<file path="src/rtl/mips_fetch_ctrl.sv">
// MIPS fetch sequencer: owns the PC, issues one instruction-memory read at a time
// and presents each fetched word to decode over a valid/ready handshake.
module mips_fetch_ctrl #(
   parameter logic [31:0] RESET_PC    = 32'h0000_0000,
   parameter int          MEM_LATENCY = 1
) (
   input  logic        clk,
   input  logic        reset,
   input  logic        enable,
   input  logic        redirect_valid,
   input  logic [31:0] redirect_pc,
   output logic [31:0] mem_addr,
   output logic        mem_rd_en,
   input  logic [31:0] mem_rdata,
   output logic [31:0] o_instruction,
   output logic [31:0] o_pc,
   output logic        o_valid,
   input  logic        i_ready,
   output logic [1:0]  state_o
);

   localparam int            CW       = (MEM_LATENCY < 2) ? 1 : $clog2(MEM_LATENCY + 1);
   localparam logic [CW-1:0] LAT_LOAD = CW'(MEM_LATENCY);
   localparam logic [CW-1:0] CNT_ONE  = CW'(1);
   localparam logic [31:0]   PC_INIT  = {RESET_PC[31:2], 2'b00};

   localparam logic [1:0] S_IDLE  = 2'd0;
   localparam logic [1:0] S_ISSUE = 2'd1;
   localparam logic [1:0] S_WAIT  = 2'd2;
   localparam logic [1:0] S_HOLD  = 2'd3;

   logic [1:0]    state_q, state_d;
   logic [31:0]   pc_q, pc_d;
   logic [CW-1:0] cnt_q, cnt_d;
   logic [31:0]   instr_q, instr_d;
   logic [31:0]   opc_q, opc_d;
   logic          valid_q, valid_d;

   // Low address bits of a redirect target are discarded by design.
   logic unused_rpc_lsb;
   assign unused_rpc_lsb = ^redirect_pc[1:0];

   always_comb begin
      state_d = state_q;
      pc_d    = pc_q;
      cnt_d   = cnt_q;
      instr_d = instr_q;
      opc_d   = opc_q;
      valid_d = valid_q;

      case (state_q)
         S_IDLE: begin
            if (enable) state_d = S_ISSUE;
         end
         S_ISSUE: begin
            cnt_d   = LAT_LOAD;
            state_d = S_WAIT;
         end
         S_WAIT: begin
            if (cnt_q == CNT_ONE) begin
               instr_d = mem_rdata;
               opc_d   = pc_q;
               valid_d = 1'b1;
               pc_d    = pc_q + 32'd4;
               cnt_d   = '0;
               state_d = S_HOLD;
            end else begin
               cnt_d = cnt_q - CNT_ONE;
            end
         end
         S_HOLD: begin
            // Handshake: the pair is transferred on any edge where o_valid and
            // i_ready are both high; the pair is frozen until then.
            if (i_ready) begin
               valid_d = 1'b0;
               state_d = enable ? S_ISSUE : S_IDLE;
            end
         end
         default: state_d = S_IDLE;
      endcase

      // Redirect overrides everything; any in-flight read is simply forgotten.
      if (redirect_valid) begin
         pc_d    = {redirect_pc[31:2], 2'b00};
         cnt_d   = '0;
         valid_d = 1'b0;
         state_d = enable ? S_ISSUE : S_IDLE;
      end
   end

   always_ff @(posedge clk or negedge reset) begin
      if (!reset) begin
         state_q <= S_IDLE;
         pc_q    <= PC_INIT;
         cnt_q   <= '0;
         instr_q <= '0;
         opc_q   <= '0;
         valid_q <= 1'b0;
      end else begin
         state_q <= state_d;
         pc_q    <= pc_d;
         cnt_q   <= cnt_d;
         instr_q <= instr_d;
         opc_q   <= opc_d;
         valid_q <= valid_d;
      end
   end

   assign mem_addr      = pc_q;
   assign mem_rd_en     = (state_q == S_ISSUE);
   assign o_instruction = instr_q;
   assign o_pc          = opc_q;
   assign o_valid       = valid_q;
   assign state_o       = state_q;

endmodule

</file>
<file path="config.mk">
export PLATFORM = sky130hd
export DESIGN_NAME = mips_fetch_ctrl
export DESIGN_NICKNAME = d
export VERILOG_FILES = /design/src/rtl/mips_fetch_ctrl.sv
export SDC_FILE = /design/constraint.sdc
export NUM_CORES = 1
export LEC_CHECK = 0
export BUFFER_PORTS_ARGS = -buffer_cell sky130_fd_sc_hd__buf_2
export CAP_MARGIN = 20
export CORE_AREA = 4 4 96 98
export DETAILED_ROUTE_END_ITERATION = 8
export DIE_AREA = 0 0 100 102
export PLACE_DENSITY = 0.85
export SYNTH_ARGS = -nofsm -noshare
export SYNTH_HDL_FRONTEND = slang
export SYNTH_SLANG_ARGS = --single-unit
export TNS_END_PERCENT = 50
</file>
<file path="constraint.sdc">
create_clock -name clk -period 6.05 [get_ports clk]
set_clock_uncertainty 0.15 [all_clocks]
set_input_delay 0.605 -clock clk [delete_from_list [all_inputs] [get_ports clk]]
set_output_delay 0.605 -clock clk [all_outputs]
set_load 0.02 [all_outputs]
</file>
==> summary.md, run 1 <==
| Metric | Value |
|---|---|
| TritonCTS Sinks | 96 |
| First-pass GRT wire length | 18,300 um |
| Sum Neg Setup Slack | 0 ps |
| Via density | 5.22 |
| Post-synthesis sequential area ratio | 55.1% |
| DP Area | 5220 sq um |
| Final HPWL from detailed placement | 8070 um |
| Fillers | 759 |
| Max stage delay on crit path | 590 ps |
| Root buf cell | clkbuf_8 |
| TritonCTS buffer count | 9 |
| DRC Markers | 0 |
| Worst Tran Pin Value | 662 ps |
| Final Max Tran Viols | 0 |
| Final setup vio count | 0 |
| Antenna cells | 0 |
| Worst setup EP type | register |
| Drt total wl | 11,200 um |
| DR pass1 iterations | 5 |
| Largest net degree at the start of global routing | 66 |
| Syn Inst Count | 498 |
| Core area | 8470 sq um |
| Register bit count reported by yosys | 96 |
| Synth Cell Area | 4360 sq um |
| Die X | 100 um |
| Layout cell share with drive strength beyond 1 | 28.3% |
| LEAKAGE | 2.82 nW |
| Relative slew slack | 55.8% |
| FMAX | 0.375 GHz |
| Tcrit/Tclk final | 44.1% |
| Placer Congestion | 0.793 |
| Routed vias | 3,975 |
| IO Port Bufs | 162 |
| Layout net count | 723 |
| Clock latency on the worst-skew pair | 370 ps |
| Final hold viol count | 0 |
| Worst EP required | 6190 ps |
| Post-layout instance area | 5460 sq um |
| CP max-delay cell | and2_2 |
| WL per Instance | 14.7 um |
| Max rail drop VDD | 0.261 mV |
| Total grt overflow | 0 |
| H-Tree Depth | 3 |
| First DRT Iteration DRCs | 184 |
| Postcts setup bufs | 0 |
| Arrival time at the worst endpoint | 2810 ps |
| WS Path Type | register to register |
| Initial antenna violation count | 0 |
| Die H | 102 um |
| CP max FO | 37 |
| Status | finished clean |
| Clk buf depth | 2 |
| CTS tree | built |
| Min Clock Period, post-route | 2670 ps |
| Avg Inst Size Synth | 8.76 sq um |
| Ys Warns | 0 |
| Multi-input gate area | 1820 sq um |
| Post-synth ARST share | 100% |
| Post-CTS sizing | 0 |
| CP cell instances | inv_1 > ha_1 > and2_2 > buf_4 > nand4_1 > xor2_1 > o21ai_0 |
| Row count | 34 |
| Post-DRT Antenna Nets | 0 |
| FF+latch area | 2400 sq um |
| Max-cap viol count | 0 |
| Die ar. | 10,200 sq um |
| RSZ-0062 raised after global routing | no |
| GRT Total Usage | 22.2% |
| Post-cts hold buffer count | 0 |
| Number of synthesized flops with an enable pin | 0 |
| HP Class | primary input to async pin |
| Initial Utilization | 51.5% |
| Clk slew on worst S/H paths | 100 ps |
| Vias in the first global route | 3,799 |
| Top FF cell, synth | dfrtp_1 |
| Synth unique cells | 35 |
| Critical path startpoint category | register |
| Num ports | 169 |
| Pwr/cell area | 442 nW/um^2 |
| Synth-to-Final Area Change | 25.3% |
## stage by stage
| stage | utilization, % | hold WS, ps | setup WS [ps] | total power, mW | std cells |
|---|---|---|---|---|---|
| 6_report | 64.5 | 58.5 | 3380 | 2.41 | 761 |
| 2_1_floorplan | - | 159 | 3570 | 1.61 | 501 |
| 3_5_place_dp | 61.6 | 306 | 3400 | 1.97 | 744 |
| 5_1_grt | 64.5 | 109 | 3140 | 2.58 | 761 |
| 4_1_cts | 64.2 | 83.9 | 3400 | 2.44 | 760 |
| 3_3_place_gp | 61.6 | 302 | 3470 | 1.93 | 744 |
## worst max-delay path, delay by kind of cell (launching register included)
kind | cells | cell delay, ps
compound gates | 1 | 130
fa+ha+maj | 1 | 310
simple gates | 2 | 750
flops | 1 | 430
buf+inv | 2 | 640
xor+xnor | 1 | 160
## path summary, 6_finish.rpt
kind / slack [ps] / cells after the start / endpoint / startpoint
worst max register to register: 3380 / 7 / mem_addr[6] / state_o[0]
worst min-delay path: 60 / 1 / o_instruction[31] / reset
min in group clk: 280 / 3 / o_instruction[28] / mem_rdata[28]
worst min register to register: 330 / 2 / o_instruction[16] / o_instruction[16]
max in group asynchronous: 4610 / 2 / cnt_q / reset
worst max-delay path: 3380 / 7 / mem_addr[6] / state_o[0]
## cell usage after synthesis, types with 2 or more instances
master	number	share of area [%]
a31oi_1	18	2.6
and2_1	2	0.29
and3_1	4	0.57
buf_2	2	0.23
buf_4	4	0.69
clkbuf_1	23	2.0
dfrtp_1	96	55
ha_1	6	1.7
inv_1	6	0.52
mux2i_1	2	0.46
nand2_1	204	18
nand2b_1	3	0.43
nand3_1	8	0.92
nand4_1	12	1.7
nor2_1	21	1.8
nor3_1	5	0.57
nor4_1	2	0.29
o21ai_0	21	2.4
o22a_1	2	0.40
o31ai_1	13	2.2
or3_1	6	0.86
or4_1	17	2.9
xnor2_1	5	1.0
xor2_1	5	1.0
## final cells by class
class / count / share of cell area, %
clock buffer: 10 / 2.34
timing repair buffer: 166 / 15.8
clock inverter: 6 / 1.67
multi-input combinational: 369 / 33.3
tap: 108 / 2.47
sequential: 96 / 44.0
inverter: 6 / 0.412
## state kept, by name (all words and copies together), names as in the netlist
signal	cells
state_o	2
mem_addr	30
o_valid	1
o_pc	30
o_instruction	32
cnt_q	1
## layout by cell type, fill, tap and decap left out, types with 3 or more instances in the layout
cell type,n
a31oi_1,18
and3_1,4
buf_2,161
buf_4,4
clkbuf_8,9
conb_1,4
dfrtp_1,96
ha_1,6
inv_1,6
nand2_1,203
nand2b_1,3
nand3_1,8
nand4_1,12
nor2_1,21
nor3_1,5
o21ai_0,21
o31ai_1,13
or3_1,6
or4_1,17
xnor2_1,5
xor2_1,5
## cell families after synthesis
logic type                 count (synthesis)  synth area share [%]
and+or+nand+nor                          288                  28.7
DFF                                       96                  55.1
AOI/OAI and AO/OA                         59                  8.46
buffers and inverters                     36                  3.50
xor gates and xnor gates                  10                  2.01
adders and majority gates                  6                  1.72
muxes                                      2                 0.459
other                                      1                0.0860
## routing by layer
| metal | track usage [%] | up-vias | part of all wire (%) |
|---|---|---|---|
| met1 | 29.0 | 1870 | 43 |
| met4 | 4.25 | 0 | 0.74 |
| li1 | - | 1962 | - |
| met5 | 0 | - | 0 |
| met3 | 5.87 | 9 | 7.7 |
| met2 | 37.9 | 134 | 49 |
## power by group
part | internal [mW] | total, mW | switching, mW
logic | 0.313 | 0.939 | 0.626
registers | 0.871 | 1.01 | 0.141
clock network | 0.236 | 0.461 | 0.225
total | 1.42 | 2.41 | 0.992
Note: power is estimated with default switching activity, not from simulation.
==> run 2, diff against run 1 <==
--- a/config.mk
+++ b/config.mk
@@ -7,10 +7,10 @@
 export LEC_CHECK = 0
 export BUFFER_PORTS_ARGS = -buffer_cell sky130_fd_sc_hd__buf_2
 export CAP_MARGIN = 20
-export CORE_AREA = 4 4 96 98
+export CORE_AREA = 4 4 105 107
 export DETAILED_ROUTE_END_ITERATION = 8
-export DIE_AREA = 0 0 100 102
-export PLACE_DENSITY = 0.85
+export DIE_AREA = 0 0 109 111
+export PLACE_DENSITY = 0.75
 export SYNTH_ARGS = -nofsm -noshare
 export SYNTH_HDL_FRONTEND = slang
 export SYNTH_SLANG_ARGS = --single-unit
==> constraint.sdc (replaced) <==
create_clock -name clk -period 2.2 [get_ports clk]
set_clock_uncertainty 0.15 [all_clocks]
set_input_delay 0.22 -clock clk [delete_from_list [all_inputs] [get_ports clk]]
set_output_delay 0.22 -clock clk [all_outputs]
set_load 0.02 [all_outputs]
==> run 2 against run 1 <==
Against the previous run: largest cell class unchanged; hold slack worse by 23 ps; die area up 19%; first-iteration DRC count up 110%; via count up 13%; sequential share of layout area down 6.2 points; count of clock-buffer cells in the layout unchanged; critical path type unchanged; flip-flop and latch count unchanged; core utilization down 1.7 points; critical endpoint is now mem_addr[30]; sequential power rose to 2.7 times the previous value; wire length up 18%.
==> summary.md, run 2 (synthesis gave the netlist of run 1 again) <==
| Metric | Value |
|---|---|
| Status | finished clean |
| Final hold viol count | 0 (unchanged) |
| Tcrit/Tclk final | 97.9% (+54 points) |
| Gate power share | 42.5% (+3.6 points) |
| Total grt overflow | 0 (unchanged) |
| Clk slew on worst S/H paths | 90 ps (about the same) |
| Commonest non-fill, non-tap cells in the layout | nand2_1, buf_2, dfrtp_1 |
| LEAKAGE | 3.21 nW (+14%) |
| Slack of the critical path | 46.3 ps (-3330 ps) |
| Post-DRT Antenna Nets | 0 (unchanged) |
| Power Internal | 3.98 mW (+180%) |
| Clk buf depth | 2 (unchanged) |
| Largest net degree at the start of global routing | 66 (unchanged) |
| Row count | 37 (+8.8%) |
| Antenna cells | 0 (unchanged) |
| Synth-to-Final Area Change | 46.1% |
| WS Path Type | register to register |
| Num ports | 169 (unchanged) |
| Root buf cell | clkbuf_8 |
| Arrival time at the worst endpoint | 2300 ps (-510 ps) |
| WL per Instance | 15.0 um (+1.8%) |
| Via density | 5.08 (-2.7%) |
| Max reg flops | 32 (unchanged) |
| Relative slew slack | 54.9% (-0.97 points) |
| Clk pwr share | 16.9% (-2.2 points) |
| Max stage delay on crit path | 540 ps (-50 ps) |
| Pwr/cell area | 1070 nW/um^2 (+140%) |
| Placer Congestion | 0.849 (+7.0%) |
| Core area | 10,100 sq um (+20%) |
| Vias in the first global route | 4,388 (+16%) |
| Net switching power | 2.83 mW (+180%) |
| CP max-delay cell | or4_4 |
| Die H | 111 um (+8.8%) |
| CP top delay family | simple AND/OR/NAND/NOR gates |
| H-Tree Depth | 3 (unchanged) |
| Die X | 109 um (+9.0%) |
| CTS tree | built |
| GRT Total Usage | 21.8% (-0.43 points) |
| Worst EP required | 2340 ps (-3850 ps) |
| HP Class | primary input to register |
| CP max FO | 6 (-84%) |
| Max-cap viol count | 0 (unchanged) |
| Final Max Tran Viols | 0 (unchanged) |
| Final setup vio count | 0 (unchanged) |
| Initial antenna violation count | 0 (unchanged) |
| Worst setup EP type | register |
| DP Worst Slack | -17.7 ps (-3420 ps) |
| Layout net count | 816 (+13%) |
| Min Clock Period, post-route | 2150 ps (-515 ps) |
| Reg power frac | 40.6% (-1.3 points) |
| Routed vias | 4,478 (+13%) |
| Clock latency on the worst-skew pair | 370 ps (about the same) |
| Sw Ratio | 41.5% (+0.41 points) |
| WP buf/inv | 1 (-1) |
| Critical path startpoint category | register |
| TritonCTS Sinks | 96 (unchanged) |
| Total power | 6.80 mW (+180%) |
| Drt total wl | 13,200 um (+18%) |
| Max rail drop VDD | 0.460 mV (+76%) |
| DR pass1 iterations | 5 (unchanged) |
| Layout cell share with drive strength beyond 1 | 30.3% (+2.0 points) |
| Commonest non-fill, non-tap cell in the layout | nand2_1 |
| First-pass GRT wire length | 20,900 um (+14%) |
| RSZ-0062 raised after global routing | yes |
| Final HPWL from detailed placement | 9040 um (+12%) |
| Initial Utilization | 43.0% (-8.5 points) |
| IO Port Bufs | 162 (unchanged) |
| TritonCTS buffer count | 9 (unchanged) |
| FMAX | 0.464 GHz (+24%) |
| DRC Markers | 0 (unchanged) |
| Worst Tran Pin Value | 677 ps (+14.5 ps) |
| First DRT Iteration DRCs | 386 (+110%) |
| CP cell instances | inv_2 > ha_4 > nand4_1 > or4_4 > or4_1 > a31oi_1 |
| Die ar. | 12,100 sq um (+19%) |
| Sum Neg Setup Slack | 0 ps (unchanged) |
-- run 2: cell count changes in the layout (fill, tap and decap cells not counted), moves of 3 or more --
cell and change:
or4_1 -3, or4_4 +3, buf_4 +30, dlygate4sd3_1 +62, clkinvlp_4 +3
-- run 2: what timing repair did --
item,4_1_cts,5_1_grt
setup buffers,0,1
pin swaps,0,2
endpoints found under the hold margin,102,0
hold buffers,62,0
resized for setup,2,4
endpoints found under the setup margin,4,10
-- run 2: stage by stage --
step	utilization [%]	hold slack (ps)	std cells	cell area (sq um)
floorplan	-	-226	501	4400
global placement	54.5	106	803	5520
detailed placement	54.5	106	803	5520
CTS	62.6	19.7	880	6350
global route	62.8	35.5	881	6370
finish	62.8	36.0	881	6370
-- run 2: path summary, 6_finish.rpt --
path	depth (start not counted)	endpoint	slack [ps]	start
max	6	mem_addr[30]	50	state_o[0]
min	3	mem_addr[17]	40	redirect_pc[17]
max reg2reg	6	mem_addr[30]	50	state_o[0]
min reg2reg	2	o_pc[28]	320	o_pc[28]
max in group asynchronous	3	o_instruction[21]	1040	reset
min in group asynchronous	2	mem_addr[22]	250	reset
-- run 2: cell type report --
class                      instances  area [sq um]
fill                             849          3770
sequential                        96          2400
multi-input combinational        369          1860
timing repair buffer             259          1720
tap                              136           170
clock buffer                      10           138
clock inverter                     5          57.6
inverter                           6          22.5
-- run 2: power by group through the flow --
stage / logic (mW) / registers [mW] / clock network [mW]
3_3_place_gp: 2.70 / 2.75 / 0
2_1_floorplan: 0.854 / 3.59 / 0
6_report: 2.89 / 2.76 / 1.15
3_5_place_dp: 2.77 / 2.79 / 0
4_1_cts: 2.87 / 2.75 / 1.18
5_1_grt: 3.15 / 2.85 / 1.24
-- run 2: layer usage --
metal / vias to the layer above / global-route usage, % / share of wire [%]
met5: - / 0 / 0
met1: 2148 / 27.5 / 42
met4: 0 / 12.0 / 3.0
met3: 31 / 2.74 / 5.7
li1: 2146 / - / -
met2: 153 / 35.7 / 49
-- run 2: worst min-delay path, stage by stage --
cell      delay [ps]
buf_2             90
nand2b_1          90
o31a_1           120
==> run 3, diff against run 2 <==
--- a/config.mk
+++ b/config.mk
@@ -7,9 +7,9 @@
 export LEC_CHECK = 0
 export BUFFER_PORTS_ARGS = -buffer_cell sky130_fd_sc_hd__buf_2
 export CAP_MARGIN = 20
-export CORE_AREA = 4 4 105 107
+export CORE_AREA = 2 2 103 105
 export DETAILED_ROUTE_END_ITERATION = 8
-export DIE_AREA = 0 0 109 111
+export DIE_AREA = 0 0 105 107
 export PLACE_DENSITY = 0.75
 export SYNTH_ARGS = -nofsm -noshare
 export SYNTH_HDL_FRONTEND = slang
==> run 3 against run 2 <==
Against the previous run: core utilization down 0.13 points; largest cell class unchanged; global-route usage up 1.0 points; first-iteration DRC count down 19%; non-clock buffer count down 4; critical endpoint is now mem_addr[26]; hold slack better by 28 ps.
==> summary.md, run 3 (synthesis gave the netlist of run 1 again) <==
| Metric | Value |
|---|---|
| RR Endpoint | mem_addr[26] |
| Final HPWL from detailed placement | 8680 um (-4.0%) |
| Antenna cells | 0 (unchanged) |
| Routed vias | 4,490 (+0.27%) |
| Die ar. | 11,200 sq um (-7.1%) |
| First-pass GRT wire length | 20,500 um (-2.3%) |
| Pwr/cell area | 1070 nW/um^2 (-0.11%) |
| DP Worst Slack | -24.3 ps (-6.57 ps) |
| FMAX | 0.461 GHz (-0.66%) |
| GRT Total Usage | 22.8% (+1.0 points) |
| Commonest non-fill, non-tap cells in the layout | nand2_1, buf_2, dfrtp_1 |
| Commonest non-fill, non-tap cell in the layout | nand2_1 |
| Reg power frac | 40.8% (+0.2 points) |
| HP Class | primary input to register |
| Synth-to-Final Area Change | 45.1% |
| Drt total wl | 13,000 um (-1.0%) |
| Max rail drop VDD | 0.506 mV (+10%) |
| WL per Instance | 14.9 um (-0.59%) |
| WS Path Type | register to register |
| TritonCTS buffer count | 9 (unchanged) |
| Worst setup EP type | register |
| DR pass1 iterations | 5 (unchanged) |
| First DRT Iteration DRCs | 314 (-19%) |
| Max-cap viol count | 0 (unchanged) |
| Post-Layout Cell Count | 877 (-0.45%) |
| TritonCTS Sinks | 96 (unchanged) |
| Postcts setup bufs | 0 (unchanged) |
| Die H | 107 um (-3.6%) |
| Total grt overflow | 0 (unchanged) |
| Tcrit/Tclk final | 98.5% (+0.65 points) |
| DRC Markers | 0 (unchanged) |
| Total power | 6.75 mW (-0.77%) |
| H-Tree Depth | 3 (unchanged) |
| Initial antenna violation count | 0 (unchanged) |
| CP max FO | 8 (+2) |
| Relative slew slack | 55.5% (+0.59 points) |
| Row count | 37 (unchanged) |
| Final setup vio count | 0 (unchanged) |
| Sw Ratio | 41.2% (-0.30 points) |
| Num ports | 169 (unchanged) |
| Min Clock Period, post-route | 2170 ps (+14.3 ps) |
| Die X | 105 um (-3.7%) |
| LEAKAGE | 3.20 nW (-0.35%) |
| Net switching power | 2.78 mW (-1.5%) |
| RSZ-0062 raised after global routing | yes |
| CTS tree | built |
| Largest net degree at the start of global routing | 66 (unchanged) |
| Final hold viol count | 0 (unchanged) |
| Slack of the critical path | 31.9 ps (-14.3 ps) |
| Vias in the first global route | 4,353 (-0.80%) |
| Sum Neg Setup Slack | 0 ps (unchanged) |
| Gate power share | 42.3% (-0.2 points) |
| Reg2reg start | state_o[0] |
| Critical hold path startpoint | redirect_pc[17] |
| Clock latency on the worst-skew pair | 350 ps (-20 ps) |
| Layout cell share with drive strength beyond 1 | 29.8% (-0.51 points) |
| Arrival time at the worst endpoint | 2300 ps (about the same) |
| Core area | 10,100 sq um (-0.46%) |
| Initial Utilization | 43.2% (+0.20 points) |
| Root buf cell | clkbuf_8 |
| Layout net count | 812 (-0.49%) |
| Worst EP required | 2330 ps (about the same) |
| Placer Congestion | 0.874 (+2.9%) |
| Post-Place Cells | 800 (-0.37%) |
| Clk slew on worst S/H paths | 90 ps (about the same) |
| Via density | 5.12 (+0.73%) |
| IO Port Bufs | 162 (unchanged) |
| Worst Reg-to-Reg Cells | 6 (unchanged) |
| Power Internal | 3.96 mW (-0.26%) |
| Status | finished clean |
| R2r setup slk | 30 ps (about the same) |
| Final Max Tran Viols | 0 (unchanged) |
| Hold_ws | 64.3 ps (+28.3 ps) |
| Clk pwr share | 16.9% (about the same) |
| Critical path startpoint category | register |
| Max reg flops | 32 (unchanged) |
| Post-DRT Antenna Nets | 0 (unchanged) |
| Hold Path End | mem_addr[17] |
| Clk buf depth | 2 (unchanged) |
| WHS Path Cells | 3 (unchanged) |
| Worst Tran Pin Value | 668 ps (-8.89 ps) |
run 3: power by group through the flow:
| stage | Sequential [mW] | Combinational, mW | Clock [mW] |
|---|---|---|---|
| finish | 2.75 | 2.86 | 1.14 |
| CTS | 2.75 | 2.84 | 1.16 |
| detailed placement | 2.78 | 2.75 | 0 |
| global placement | 2.75 | 2.67 | 0 |
| global route | 2.83 | 3.12 | 1.22 |
| floorplan | 3.59 | 0.854 | 0 |
run 3: routing by layer:
metal,GRT usage (%),part of all wire [%]
met4,10.4,2.7
met1,28.9,41
met2,39.2,51
met5,0,0
met3,2.61,5.4
run 3: how the worst max path moves through the flow:
stage / slack (ps) / cells after the start / from / to
2_1_floorplan: -20 / 7 / state_o[0] / mem_addr[30]
3_3_place_gp: 60 / 6 / state_o[0] / mem_addr[30]
6_report: 30 / 6 / state_o[0] / mem_addr[26]
5_1_grt: -10 / 6 / state_o[0] / mem_addr[26]
4_1_cts: 30 / 6 / state_o[0] / mem_addr[26]
3_5_place_dp: -20 / 6 / state_o[0] / mem_addr[26]
run 3: timing repair:
action,in CTS,in global routing
resized for setup,2,5
pin swaps,0,2
hold buffers,62,0
endpoints found under the setup margin,2,4
hold endpoints to repair,126,0
run 3: critical path: stages, from the launching register on:
cell and delay, ps:
dfrtp_2 410, inv_2 80, ha_4 140, nand4_1 110
or4_4 560, or4_4 460, a31oi_4 190
run 3: final cells by class:
| cell class | count | area, sq um |
|---|---|---|
| Sequential cell | 96 | 2400 |
| Multi-Input combinational cell | 369 | 1860 |
| Fill cell | 866 | 3760 |
| Clock inverter | 4 | 45.0 |
| Tap cell | 136 | 170 |
| Inverter | 6 | 22.5 |
| Timing Repair Buffer | 255 | 1680 |
| Clock buffer | 11 | 141 |
run 3: metrics by stage:
step | utilization, % | area (sq um)
after floorplan | - | 4400
after global placement | 54.4 | 5490
after detailed placement | 54.4 | 5490
after CTS | 62.5 | 6300
after global routing | 62.7 | 6330
final | 62.7 | 6330
